<file path="src/rtl/gf180mcu_osu_sc_12t_clkdiv_ctrl.sv">
// Glitch-free programmable 50%-duty clock divider feeding the 12T clkbuf tree.
// Ratio updates and start/stop only take effect on the falling edge of Y.
module gf180mcu_osu_sc_12t_clkdiv_ctrl #(
  parameter int DIV_W = 4
) (
  input  logic             CLK,
  input  logic             RST,
  input  logic             EN,
  input  logic [DIV_W-1:0] DIV,
  input  logic             DIV_VLD,
  output logic             DIV_RDY,
  output logic             DIV_DONE,
  output logic             RUN,
  output logic             Y
);

  typedef enum logic {S_IDLE = 1'b0, S_RUN = 1'b1} state_e;

  typedef struct packed {
    logic             vld;
    logic [DIV_W-1:0] div;
  } pend_t;

  localparam logic [DIV_W-1:0] ONE = {{(DIV_W-1){1'b0}}, 1'b1};

  state_e           state_q, state_d;
  logic [DIV_W-1:0] cnt_q, cnt_d;
  logic [DIV_W-1:0] div_q, div_d;
  pend_t            pend_q, pend_d;
  logic             y_q, y_d;
  logic             done_q, done_d;

  logic at_top, bnd, apply, capture;

  // bnd marks the edge where Y falls: the only safe point to retime or stop
  assign at_top  = (cnt_q == div_q);
  assign bnd     = (state_q == S_RUN) && at_top && y_q;
  assign apply   = pend_q.vld && ((state_q == S_IDLE) || bnd);
  assign capture = DIV_VLD && !pend_q.vld;

  always_ff @(posedge CLK or posedge RST) begin
    if (RST) state_q <= S_IDLE;
    else     state_q <= state_d;
  end

  always_comb begin
    state_d = state_q;
    case (state_q)
      S_IDLE: if (EN)         state_d = S_RUN;
      S_RUN:  if (bnd && !EN) state_d = S_IDLE;
    endcase
  end

  always_comb begin
    cnt_d  = cnt_q;
    div_d  = div_q;
    pend_d = pend_q;
    y_d    = y_q;
    done_d = 1'b0;

    if (apply) begin
      div_d      = pend_q.div;
      pend_d.vld = 1'b0;
      done_d     = 1'b1;
    end
    // capture and apply are exclusive: capture needs an empty slot, apply a full one
    if (capture) begin
      pend_d.vld = 1'b1;
      pend_d.div = DIV;
    end

    case (state_q)
      S_IDLE: begin
        cnt_d = '0;
        y_d   = EN;
      end
      S_RUN: begin
        if (at_top) begin
          cnt_d = '0;
          y_d   = ~y_q;
        end else begin
          cnt_d = cnt_q + ONE;
        end
      end
    endcase
  end

  always_ff @(posedge CLK or posedge RST) begin
    if (RST) begin
      cnt_q  <= '0;
      div_q  <= '0;
      pend_q <= '0;
      y_q    <= 1'b0;
      done_q <= 1'b0;
    end else begin
      cnt_q  <= cnt_d;
      div_q  <= div_d;
      pend_q <= pend_d;
      y_q    <= y_d;
      done_q <= done_d;
    end
  end

  assign Y        = y_q;
  assign RUN      = (state_q == S_RUN);
  assign DIV_RDY  = ~pend_q.vld;
  assign DIV_DONE = done_q;

endmodule

</file>
<file path="config.mk">
export PLATFORM = sky130hd
export DESIGN_NAME = gf180mcu_osu_sc_12t_clkdiv_ctrl
export DESIGN_NICKNAME = d
export VERILOG_FILES = /design/src/rtl/gf180mcu_osu_sc_12t_clkdiv_ctrl.sv
export SDC_FILE = /design/constraint.sdc
export NUM_CORES = 1
export LEC_CHECK = 0
export ABC_AREA = 1
export CORE_MARGIN = 2
export CORE_UTILIZATION = 53
export CTS_CLUSTER_DIAMETER = 120
export DETAILED_ROUTE_END_ITERATION = 12
export GPL_ROUTABILITY_DRIVEN = 0
export PLACE_DENSITY_LB_ADDON = 0.3
export SYNTH_ARGS = -nofsm -noshare
export SYNTH_HDL_FRONTEND = slang
export SYNTH_SLANG_ARGS = --single-unit
</file>
<file path="constraint.sdc">
create_clock -name CLK -period 2.8 [get_ports CLK]
set_input_delay 0.56 -clock CLK [delete_from_list [all_inputs] [get_ports CLK]]
set_output_delay 0.56 -clock CLK [all_outputs]
set_load 0.01 [all_outputs]
</file>
==> results of run 1 <==
==> logic make-up (layout without fill, tap and decap cells) <==
family | after synthesis | in the layout | synth area share
fa+ha+maj | 1 | 1 | 0.01736
buf+inv | 13 | 28 | 0.06770
flops | 16 | 16 | 0.5556
compound gates | 3 | 3 | 0.02083
simple gates | 39 | 39 | 0.2517
xor+xnor | 2 | 2 | 0.02431
mux | 4 | 4 | 0.06250
==> Yosys cell counts <==
| master | instances | area [µm²] |
|---|---|---|
| inv_1 | 12 | 45.04 |
| a21oi_1 | 1 | 5.000 |
| nand3_1 | 5 | 25.02 |
| nand2_1 | 24 | 90.09 |
| mux2_2 | 4 | 45.04 |
| nand2_4 | 2 | 22.52 |
| xor2_1 | 1 | 8.760 |
| o21ai_0 | 2 | 10.01 |
| or2_2 | 1 | 6.260 |
| dfrtp_1 | 16 | 400.4 |
| xnor2_1 | 1 | 8.760 |
| nor2_1 | 4 | 15.01 |
| nor2_2 | 2 | 12.51 |
| inv_2 | 1 | 3.750 |
| nand3_2 | 1 | 10.01 |
| ha_1 | 1 | 12.51 |
==> critical path, cell delays in order (launching register included) <==
cell and delay (ps):
dfrtp_1 460, inv_1 120, clkdlybuf4s50_1 540
==> worst paths after layout <==
check	slack [ps]	depth (start not counted)	endpoint
worst max register to register	1550	8	div_q[1]
max in group asynchronous	1780	2	div_q[0]
worst min register to register	510	2	div_q[2]
worst min-delay path	510	2	div_q[2]
worst max-delay path	840	2	DIV_RDY
min in group asynchronous	640	2	div_q[2]
==> state kept, by name (all words and copies together) (netlist names) <==
register and cells:
Y 1, DIV_DONE 1, pend_q 5, RUN 1, cnt_q 4, div_q 4
==> final cells by class <==
class                           instances  share of cell area
Timing Repair Buffer                   11              0.1243
Multi-Input combinational cell         49              0.3065
Sequential cell                        16              0.4520
Tap cell                               15             0.02119
Inverter                               13             0.05508
Clock buffer                            4             0.04096
==> power groups by stage <==
stage	Clock [mW]	Combinational, mW	Sequential, mW
final	0.151	0.427	0.442
after global routing	0.164	0.499	0.458
after CTS	0.158	0.435	0.444
after detailed placement	0	0.432	0.450
after global placement	0	0.414	0.442
after floorplan	0	0.309	0.437
==> layer usage <==
layer	vias to the layer above	wire, µm
li1	269	-
met1	232	495
met2	9	574
met3	2	46
met4	0	14
met5	-	0
==> cell usage in the layout, fill, tap and decap left out <==
cell type and n:
or2_2 1, nand3_2 1, o21ai_0 2, inv_2 1, xor2_1 1, nand2_4 2
clkbuf_8 1, nor2_2 2, mux2_2 4, a21oi_1 1, xnor2_1 1, inv_1 12
dfrtp_1 16, nand2_1 24, nand3_1 5, nor2_1 4, ha_1 1, clkdlybuf4s50_1 11
clkbuf_4 3
==> results_dict.tcl, run 1 <==
set metrics [dict create \
    power.total_mw 1.020 \
    layout.cells.non_filler 108 \
    multiInputGateArea_um2 271.5 \
    path_clk_slew_ps 100 \
    vias_per_cell 4.741 \
    netSwitchingFraction 0.3869 \
    fin_crit_ps 1957 \
    max_freq_mhz 510.9 \
    syn_area_um2 720.7 \
    busiest_layer "met2" \
    vias 512 \
    hold_ws_ps 514.0 \
    switching_power_uw 394.6 \
    p_seq_frac 0.433 \
    cts_tree "done" \
    p_int_uw 625.3 \
    ys_seq_area_frac 0.5556 \
    max-vdd-ir-drop_mv 0.6841 \
    yosys_warnings 0 \
    dieArea_um2 1671 \
    final_area_um2 885.9 \
    hold_viol 0 \
    avgSynthCellArea_um2 9.240 \
    antenna_found_initial 0 \
    hold_path.class "flip-flop to flip-flop" \
    crit_arrival_ps 1400 \
    clock_sinks 16 \
    status "complete, no violations" \
    cp-startpoint "pend_q[4]" \
    hpwlAfterDp_um 878.3 \
    postRouteAntennaNets 0 \
    tritoncts.num_buffers 3 \
    start_util 0.5609 \
    place_area_um2 849.6 \
    grt_first_pass_wirelength_um 1842 \
    diodes 0 \
    nFillCells 105 \
    cp_max_fo 6 \
    use_met1 0.2098 \
    overflow 0 \
    tns_ps 0 \
    hold_buffers 0 \
    core_um2 1285 \
    final.setup.worst_slack_ps 842.7 \
    combPwrFrac 0.418 \
    dieWidth_um 40.88 \
    cts-root-buf "clkbuf_4" \
    top_level_ports 12 \
    synthCells 78 \
    dp_cells 104 \
    skew_ps 4.094 \
    maxSlewViolCount 0 \
    rows 13 \
    cts_max_path_buffers 2 \
    grt_usage 0.1770 \
    pre_cts_ws_ps 1159 \
    hp-start "div_q[2]" \
    cp.required_ps 2240 \
    finalSetupViolations 0 \
    critPathKind "flip-flop to output pin" \
    yosysUniqueCellTypes 16 \
    post_cts_buffers 0 \
    slew-limit-headroom 0.6012 \
    use_met3 0.04891 \
    layout-drive-gt1-share 0.1613 \
    clock_latency_ps 280 \
    cts_htree_levels 1 \
    rsz0062_at_grt "no" \
    wl_per_cell_um 10.47 \
    drv_cap 0 \
    fin_crit_sh 0.6990 \
    p_leak_nw 0.4570 \
    grt_max_degree 17 \
    use_met2 0.2852 \
    reg2reg_from "cnt_q[2]" \
    die_y_um 40.88 \
    dr.pass1.iters 2 \
    drt-initial-drc-count 2 \
    io_buffer_count 11 \
    p_clk_frac 0.148 \
    grt_pass1_vias 462 \
    nNetsFinal 103 \
    seqCellArea_um2 400.4 \
    area_growth_pct 22.92 \
    worst_slew_pin_slew_ps 597.6 \
    wirelength_um 1131 \
    startpoint_type "flip-flop" \
    crit_path_end_kind "output pin" \
    fin_util 0.6894 \
    synth_seq_cells 16 \
    cts_resized 0 \
    drc 0 \
    p_per_area_nw_per_um2 1151 \
    synth_nets 87 \
]
No activity file was read; power rests on OpenSTA's default activity.
==> run 2: changes to the inputs <==
--- a/config.mk
+++ b/config.mk
@@ -7,7 +7,7 @@
 export LEC_CHECK = 0
 export ABC_AREA = 1
 export CORE_MARGIN = 2
-export CORE_UTILIZATION = 53
+export CORE_UTILIZATION = 45
 export CTS_CLUSTER_DIAMETER = 120
 export DETAILED_ROUTE_END_ITERATION = 12
 export GPL_ROUTABILITY_DRIVEN = 0
==> constraint.sdc (replaced) <==
create_clock -name CLK -period 1.7 [get_ports CLK]
set_input_delay 0.34 -clock CLK [delete_from_list [all_inputs] [get_ports CLK]]
set_output_delay 0.34 -clock CLK [all_outputs]
set_load 0.01 [all_outputs]
==> results_dict.tcl, run 2 (synthesized netlist as in run 1, its figures left out) <==
set metrics [dict create \
    status "complete, no violations" \
    hold_path.class "input pin to asynchronous set/reset pin" \
    final_area_um2 905.9 \
    worst-r2r-setup-slack_ps 470 \
    slowest_delay_ps 560 \
    die_y_um 44.02 \
    grt_pass1_vias 516 \
    grt_usage 0.1475 \
    fin_crit_sh 0.9558 \
    cts_htree_levels 1 \
    place_area_um2 858.3 \
    area_growth_pct 25.69 \
    clock_latency_ps 290 \
    layout-drive-gt1-share 0.1895 \
    rows 14 \
    dieWidth_um 44.02 \
    wirelength_um 1111 \
    crit_chain "clkdlybuf4s50_1" \
    cts_tree "done" \
    startpoint_type "flip-flop" \
    drc 0 \
    hold_viol 0 \
    clock_sinks 16 \
    dr.pass1.iters 4 \
    maxSlewViolCount 0 \
    cp.required_ps 1360 \
    nNetsFinal 105 \
    worst_slew_pin_slew_ps 205.6 \
    critPathKind "flip-flop to output pin" \
    cts_max_path_buffers 2 \
    top_register "pend_q" \
    largestRegisters "pend_q x5, cnt_q x4, div_q x4" \
    overflow 0 \
    skew_ps 2.416 \
    crit_path_end_kind "output pin" \
    final_cell_mix "nand2_1 (24), dfrtp_1 (15), inv_1 (12)" \
    dieArea_um2 1938 \
    drt-initial-drc-count 5 \
    wl_per_cell_um 10.01 \
    slew-limit-headroom 0.8630 \
    vias 522 \
    top_level_ports 12 \
    hold_ws_ps 345.7 \
    crit_arrival_ps 1280 \
    max-vdd-ir-drop_mv 0.9285 \
    r2r-end "div_q[1]" \
    layout_commonest_cell "nand2_1" \
    fin_crit_ps 1625 \
    rsz0062_at_grt "no" \
    core_um2 1506 \
    p_leak_nw 0.4770 \
    crit_buf_inv 1 \
    tns_ps 0 \
    diodes 0 \
    tritoncts.num_buffers 3 \
    cp_max_fo 4 \
    start_util 0.4784 \
    drv_cap 0 \
    max_freq_mhz 615.4 \
    path_clk_slew_ps 90 \
    cp_slowest_cell "clkdlybuf4s50_1" \
    p_per_area_nw_per_um2 1869 \
    postRouteAntennaNets 0 \
    vias_per_cell 4.703 \
    grt_first_pass_wirelength_um 2007 \
    finalSetupViolations 0 \
    critPathTopFamily "buffers and inverters" \
    largest_reg_flops 5 \
    reg2reg_from "cnt_q[1]" \
    r2r_cells 8 \
    antenna_found_initial 0 \
    hpwlAfterDp_um 821.7 \
    io_buffer_count 11 \
    grt_max_degree 17 \
    cts-root-buf "clkbuf_4" \
    hold_buffers 0 \
]
-- run 2: worst max path at each step --
stage | from | to | slack [ps] | depth (start not counted)
after CTS | pend_q[4] | DIV_RDY | 40 | 2
after floorplan | pend_q[4] | pend_q[0] | 540 | 3
after global placement | pend_q[4] | DIV_RDY | 290 | 2
after detailed placement | pend_q[4] | DIV_RDY | 290 | 2
final | RUN | RUN | 80 | 1
after global routing | RUN | RUN | 20 | 1
-- run 2: per-layer routing --
layer | track usage | routed length, µm | vias up
li1 | - | - | 272
met1 | 0.1524 | 496 | 237
met2 | 0.2647 | 561 | 13
met3 | 0.04898 | 53 | 0
met4 | 0.07273 | 0 | 0
met5 | 0 | 0 | -
-- run 2: power by group --
group / leakage (nW) / total (mW) / switching [mW] / internal [mW]
clock: 0.0210 / 0.250 / 0.120 / 0.130
sequential: 0.192 / 0.715 / 0.142 / 0.572
combinational: 0.264 / 0.728 / 0.385 / 0.343
-- run 2: what timing repair did --
| action | CTS | global route |
|---|---|---|
| gates cloned | 0 | 0 |
| pin swaps | 0 | 0 |
| gates resized for setup | 1 | 1 |
| setup buffers | 1 | 0 |
| endpoints found under the setup margin | 1 | 1 |
-- run 2: area by class of cell --
class,instances,area (µm²)
flip-flops and latches,16,401.6
well taps,16,20.02
clock buffers,4,36.28
repair buffers,13,127.6
multi-input cells,49,271.5
fillers,137,600.6
inverters,13,48.80
-- run 2: metrics by stage --
step	cells	power, mW	setup slack, ps	util
after global routing	111	1.851	16.44	0.6013
after global placement	106	1.413	294.3	0.5698
after CTS	111	1.716	35.26	0.5997
after detailed placement	106	1.441	288.5	0.5698
final	111	1.693	75.06	0.6013
after floorplan	78	1.228	541.9	-
